### config.mk
export PLATFORM = sky130hd
export DESIGN_NAME = intra_ref_server
export DESIGN_NICKNAME = d
export VERILOG_FILES = /design/src/rtl/intra_ref_server.sv
export SDC_FILE = /design/constraint.sdc
export NUM_CORES = 2
export LEC_CHECK = 0
export BUFFER_PORTS_ARGS = -buffer_cell sky130_fd_sc_hd__buf_4
export CAP_MARGIN = 0
export CELL_PAD_IN_SITES_DETAIL_PLACEMENT = 0
export CELL_PAD_IN_SITES_GLOBAL_PLACEMENT = 1
export CORE_MARGIN = 4
export CORE_UTILIZATION = 54
export CTS_CLUSTER_DIAMETER = 60
export DETAILED_ROUTE_END_ITERATION = 12
export GPL_TIMING_DRIVEN = 0
export PLACE_DENSITY = 0.76
export SYNTH_ARGS = -nofsm -noshare
export SYNTH_HDL_FRONTEND = slang
export SYNTH_SLANG_ARGS = --single-unit
### constraint.sdc
create_clock -name clk -period 43.1 [get_ports clk]
set_input_delay 8.62 -clock clk [delete_from_list [all_inputs] [get_ports clk]]
set_output_delay 8.62 -clock clk [all_outputs]
set_load 0.01 [all_outputs]
### src/rtl/intra_ref_server.sv
// intra_ref_server: responder for the intra predictor's reference-sample requests.
// Holds the top-row and left-column neighbour samples of the current PU and streams
// them back eight samples per beat, top before left when both are requested.
// Optional feature macro: REF_AVAIL_EN adds one availability bit per stored sample;
// unavailable samples are output as mid-grey (1 << (BIT_DEPTH-1)).
module intra_ref_server #(
  parameter int BIT_DEPTH = 8
) (
  input  logic                   clk,
  input  logic                   rst,
  input  logic [2:0]             PU,
  input  logic                   en_top,
  input  logic                   en_left,
  input  logic                   wr_en,
  input  logic                   wr_sel,
  input  logic [5:0]             wr_addr,
  input  logic [BIT_DEPTH-1:0]   wr_data,
  input  logic                   nb_clr,
  output logic                   ref_valid,
  output logic                   ref_side,
  output logic                   ref_last,
  output logic [8*BIT_DEPTH-1:0] ref_data,
  output logic                   busy
);

  localparam int NSAMP = 64;

  typedef enum logic [1:0] {
    IDLE = 2'd0,
    TOP  = 2'd1,
    LEFT = 2'd2
  } state_t;

  state_t               state;
  logic [2:0]           beat_cnt;
  logic [2:0]           last_idx;
  logic                 pend_top;
  logic                 pend_left;
  logic [2:0]           pu_last;
  logic                 on_last;
  logic [5:0]           rd_idx [8];
  logic [8*BIT_DEPTH-1:0] beat_data;

  logic [BIT_DEPTH-1:0] top_mem  [NSAMP];
  logic [BIT_DEPTH-1:0] left_mem [NSAMP];

`ifdef REF_AVAIL_EN
  localparam logic [BIT_DEPTH-1:0] UNAVAIL = {1'b1, {(BIT_DEPTH-1){1'b0}}};
  logic [NSAMP-1:0] top_avail;
  logic [NSAMP-1:0] left_avail;
`else
  logic unused_nb_clr;
  assign unused_nb_clr = nb_clr;
`endif

  // Index of the last beat of a side: 0/1/3/7 for 4x4 .. 32x32, codes above 3 act as 32x32
  always_comb begin
    case (PU)
      3'd0:    pu_last = 3'd0;
      3'd1:    pu_last = 3'd1;
      3'd2:    pu_last = 3'd3;
      default: pu_last = 3'd7;
    endcase
  end

  assign on_last = (beat_cnt == last_idx);
  assign busy    = (state != IDLE) | pend_top | pend_left;

  // Beat k reads samples 8k .. 8k+7 of the store being streamed
  for (genvar g = 0; g < 8; g++) begin : g_rd_idx
    assign rd_idx[g] = {beat_cnt, 3'(g)};
  end

  // Gather the eight samples of the current beat, f0 in the lowest lane
  always_comb begin
    beat_data = '0;
    for (int i = 0; i < 8; i++) begin
`ifdef REF_AVAIL_EN
      if (state == LEFT)
        beat_data[i*BIT_DEPTH +: BIT_DEPTH] = left_avail[rd_idx[i]] ? left_mem[rd_idx[i]] : UNAVAIL;
      else
        beat_data[i*BIT_DEPTH +: BIT_DEPTH] = top_avail[rd_idx[i]] ? top_mem[rd_idx[i]] : UNAVAIL;
`else
      if (state == LEFT)
        beat_data[i*BIT_DEPTH +: BIT_DEPTH] = left_mem[rd_idx[i]];
      else
        beat_data[i*BIT_DEPTH +: BIT_DEPTH] = top_mem[rd_idx[i]];
`endif
    end
  end

  // Neighbour stores: writes are always accepted; a beat reading the same edge sees the old value
  always_ff @(posedge clk or posedge rst) begin
    if (rst) begin
      for (int i = 0; i < NSAMP; i++) begin
        top_mem[i]  <= '0;
        left_mem[i] <= '0;
      end
    end else if (wr_en) begin
      if (wr_sel)
        left_mem[wr_addr] <= wr_data;
      else
        top_mem[wr_addr] <= wr_data;
    end
  end

`ifdef REF_AVAIL_EN
  // Availability bits: a write issued together with a clear still leaves its sample available
  always_ff @(posedge clk or posedge rst) begin
    if (rst) begin
      top_avail  <= '0;
      left_avail <= '0;
    end else begin
      if (nb_clr) begin
        top_avail  <= '0;
        left_avail <= '0;
      end
      if (wr_en) begin
        if (wr_sel)
          left_avail[wr_addr] <= 1'b1;
        else
          top_avail[wr_addr] <= 1'b1;
      end
    end
  end
`endif

  // Request FSM: serves top before left, merges repeats, and registers every beat output
  always_ff @(posedge clk or posedge rst) begin
    if (rst) begin
      state     <= IDLE;
      beat_cnt  <= 3'd0;
      last_idx  <= 3'd0;
      pend_top  <= 1'b0;
      pend_left <= 1'b0;
      ref_valid <= 1'b0;
      ref_side  <= 1'b0;
      ref_last  <= 1'b0;
      ref_data  <= '0;
    end else begin
      ref_valid <= 1'b0;
      ref_side  <= 1'b0;
      ref_last  <= 1'b0;
      case (state)
        IDLE: begin
          if (pend_top || en_top) begin
            state     <= TOP;
            beat_cnt  <= 3'd0;
            last_idx  <= pu_last;
            pend_top  <= 1'b0;
            pend_left <= pend_left | en_left;
          end else if (pend_left || en_left) begin
            state     <= LEFT;
            beat_cnt  <= 3'd0;
            last_idx  <= pu_last;
            pend_left <= 1'b0;
          end
        end
        TOP: begin
          ref_valid <= 1'b1;
          ref_side  <= 1'b0;
          ref_last  <= on_last;
          ref_data  <= beat_data;
          if (on_last) begin
            if (pend_left || en_left) begin
              state     <= LEFT;
              beat_cnt  <= 3'd0;
              last_idx  <= pu_last;
              pend_left <= 1'b0;
            end else begin
              state <= IDLE;
            end
          end else begin
            beat_cnt  <= beat_cnt + 3'd1;
            pend_left <= pend_left | en_left;
          end
        end
        LEFT: begin
          ref_valid <= 1'b1;
          ref_side  <= 1'b1;
          ref_last  <= on_last;
          ref_data  <= beat_data;
          if (on_last) begin
            if (pend_top || en_top) begin
              state    <= TOP;
              beat_cnt <= 3'd0;
              last_idx <= pu_last;
              pend_top <= 1'b0;
            end else begin
              state <= IDLE;
            end
          end else begin
            beat_cnt <= beat_cnt + 3'd1;
            pend_top <= pend_top | en_top;
          end
        end
        default: state <= IDLE;
      endcase
    end
  end

endmodule

==> impl_results.md <==
* Worst rel slew slack at -0.0263
* H-Tree Depth at 3
* CTS hold repair buffers at 0
* Clock tree skew after final layout at 27.6 ps
* Starting density of the core at 0.548
* Die Span X at 314 um
* Number of warnings issued by yosys at 0
* Gate Count Post-Synth at 3448
* Routed WL per cell at 35.1 um
* Maximum achievable frequency at 94.8 MHz
* Vias in the first global route at 33700
* Clock transition at path regs at 60 ps
* Buffer depth of the longest clock path at 3
* Final hold violations at 0
* Share of the synthesized area in compound gates (AO/OA/AOI/OAI) at 0.0374
* Placed wire-length estimate after detailed placement at 124000 um
* Critical path data required time at 43730 ps
* P_leak at 26.2 nW
* Final weighted congestion in routability-driven placement at 0.949
* Count of pins over their slew limit at 22
* Share of synthesized flip-flops with an asynchronous set or reset at 1.00
* Area of the core at 92200 sq um
* Post-detailed-route DRC marker count at 0
* Std cell rows at 111
* Post-DR vias/cell at 6.52
* Area grow syn2layout at 12.7%
* Netlist area before placement at 50500 sq um
* Worst reg2reg setup slack at 39170 ps
* Worst-case vdd ir drop at 0.0321 mV
* Sort of element at the end of the critical path: register
* Final Worst Setup Slack at 32550 ps
* Floorplan die area at 98500 sq um
* Overflow left after global routing at 0
* Violated checks: max-capacitance violations, max-slew violations
* Largest net degree at the start of global routing at 138
* Critical path arrival at 11190 ps
* Highest net fanout along the worst path at 10
* RSZ-0062 raised after global routing: false
* Number of nets produced by synthesis at 3478
* Share of synthesized cell area in and, or, nand and nor gates at 0.0405
* DRT Pass-1 Iters at 6
* Total area of sequential cells at 27600 sq um
* Run status: complete, but fails checks
* Count of antenna-violating nets left after detailed routing at 0
* Total of max-cap violations at 2
* PD cells at 51.7 nW/um^2
* Via count at 32600
* HP Class: register to register
* Number of enable flip-flop cells after synthesis at 0
* CTS tree: yes
* Area share of the leading cell type in the synthesized netlist at 0.545
* Clock network latency to the later pin of the worst-skew pair at 720 ps
* Number of buffers added for setup after CTS at 0
* Number of inserted filler cells in the final layout at 7044
* Most repeated cell in the gate-level netlist after synthesis: dfrtp_1
* Crit start category: primary input
* Post-synthesis area per instance at 14.7 sq um
* Final layout net count at 3688
* Area of all placed cells without fillers at 56900 sq um
* Critical path start-end classification: primary input to register
* Mux cell area share after synthesis at 0.350
* Share of the cycle needed by the critical path after routing at 0.245
* Register area share after synthesis at 0.545
* Finish-stage setup viols at 0
* Final wirelength at 176000 um
* Cell type contributing the most total cell area after synthesis: dfrtp_1
* Overall global routing resource usage at 0.357
* Wire length of the first global-routing pass at 248000 um
* Area used by multi-input combinational logic at 21700 sq um
* Root buffer cell: clkbuf_16
* Number of clock sinks at 1101
* Synthesized-area fraction occupied by adder cells at 0.00149
* Most frequent cells after synthesis: dfrtp_1 (1101), mux2_2 (987), mux2i_1 (320)
* Number of clock buffers inserted by TritonCTS at 118
* Total I/O pin count at 92
* Top post-synthesis cells by area: dfrtp_1 (55%), mux2_2 (22%), mux2i_1 (6.3%)
* Initial drt markers at 3526
* Resize count post-CTS at 0
* Post-detailed-placement cell area at 52900 sq um
* Post-synthesis share of cell area spent on xor and xnor gates at 0.000693
* Top_reg_cell synth: dfrtp_1
* Number of antenna violations at the first check in global routing at 14
* Fraction of layout cells with a size suffix above 1 at 0.450
* Synth unique cells at 57
* Setup WS pre-CTS at 31980 ps
* Number of port buffers at 82
* Die Span Y at 314 um
* Dominant combinational cell family by area after synthesis: multiplexers
* Post-synthesis sequential element count at 1101
* Measured slew at the worst slew-check pin at 1540 ps
* Final Critical Period at 10550 ps
-- report_power, final --
group	internal, mW	switching, mW
Sequential	1.15	0.0722
Clock	0.622	0.431
Combinational	0.244	0.428
Total	2.01	0.931
-- worst max-delay path: stages --
cell and delay, ps:
clkbuf_1 1090, clkbuf_1 1110, mux2_2 330
-- flip-flops by register name, summed over array words and instances, names as in the netlist --
register,cells
ref_valid,1
ref_data,64
top_mem,512
pend_top,1
ref_side,1
ref_last,1
last_idx,3
state,2
beat_cnt,3
left_mem,512
pend_left,1
-- logic make-up after synthesis --
logic type / count (synthesis)
DFF: 1101
xor gates and xnor gates: 4
and+or+nand+nor: 319
adders and majority gates: 6
buffers and inverters: 266
muxes: 1473
AOI/OAI and AO/OA: 279
-- path summary, 6_finish.rpt --
kind	startpoint	end	depth (start not counted)
min reg2reg	left_mem[446]	left_mem[446]	1
max	wr_data[2]	top_mem[10]	3
min in group asynchronous	rst	left_mem[458]	2
max reg2reg	beat_cnt[0]	ref_data[24]	8
min	left_mem[446]	left_mem[446]	1
max in group asynchronous	rst	top_mem[53]	5
-- final cells by class --
class | count | area share
Clock inverter | 49 | 0.0103
Timing Repair Buffer | 90 | 0.0147
Inverter | 7 | 0.000593
Tap cell | 1243 | 0.0273
Multi-Input combinational cell | 2081 | 0.382
Sequential cell | 1101 | 0.484
Antenna cell | 2 | 0.0000879
Clock buffer | 169 | 0.0602
Buffer | 259 | 0.0215
-- per-stage QoR --
| step | setup TNS (ps) | power (mW) | hold WS, ps | util | cells |
|---|---|---|---|---|---|
| 2_1_floorplan | 0 | 1.59 | 452 | - | 3448 |
| 3_3_place_gp | -6064650 | 1.88 | 467 | 0.571 | 4773 |
| 3_5_place_dp | 0 | 1.89 | 474 | 0.574 | 4781 |
| 4_1_cts | 0 | 2.93 | 487 | 0.617 | 4999 |
| 5_1_grt | 0 | 3.03 | 501 | 0.617 | 4999 |
| 6_report | 0 | 2.94 | 489 | 0.618 | 5001 |
-- cells in the final DEF, fill, tap and decap left out, types with 4 or more instances in the layout --
cell type   count
clkbuf_8       24
nor2_8         16
clkinvlp_4      8
a32oi_1        13
mux2_1         24
nand3b_1        4
nand3_1        11
clkbuf_16     120
o21ai_0        15
inv_1           5
nor3b_1         5
buf_4          99
bufinv_16      12
o22ai_1         4
mux4_2        128
dfrtp_1      1101
mux2_4         14
nand2_1        24
mux2i_1       320
mux2_2        987
a21oi_1        50
buf_16          8
clkbuf_1      191
nor2_1         68
nor2_2         64
ha_1            6
or2_2          57
nor2_4          5
buf_2          56
buf_6          14
clkinv_2       25
a22oi_1       129
nand2_2        36
a31oi_1        55
-- per-layer routing --
metal  track usage  vias to the layer above  share of wire
li1              -                    13100              -
met1         0.484                    17500           0.40
met2         0.542                     1581           0.45
met3        0.0935                      441          0.091
met4         0.166                        4          0.056
met5             0                        -        0.00013
No activity file was read; power rests on OpenSTA's default activity.
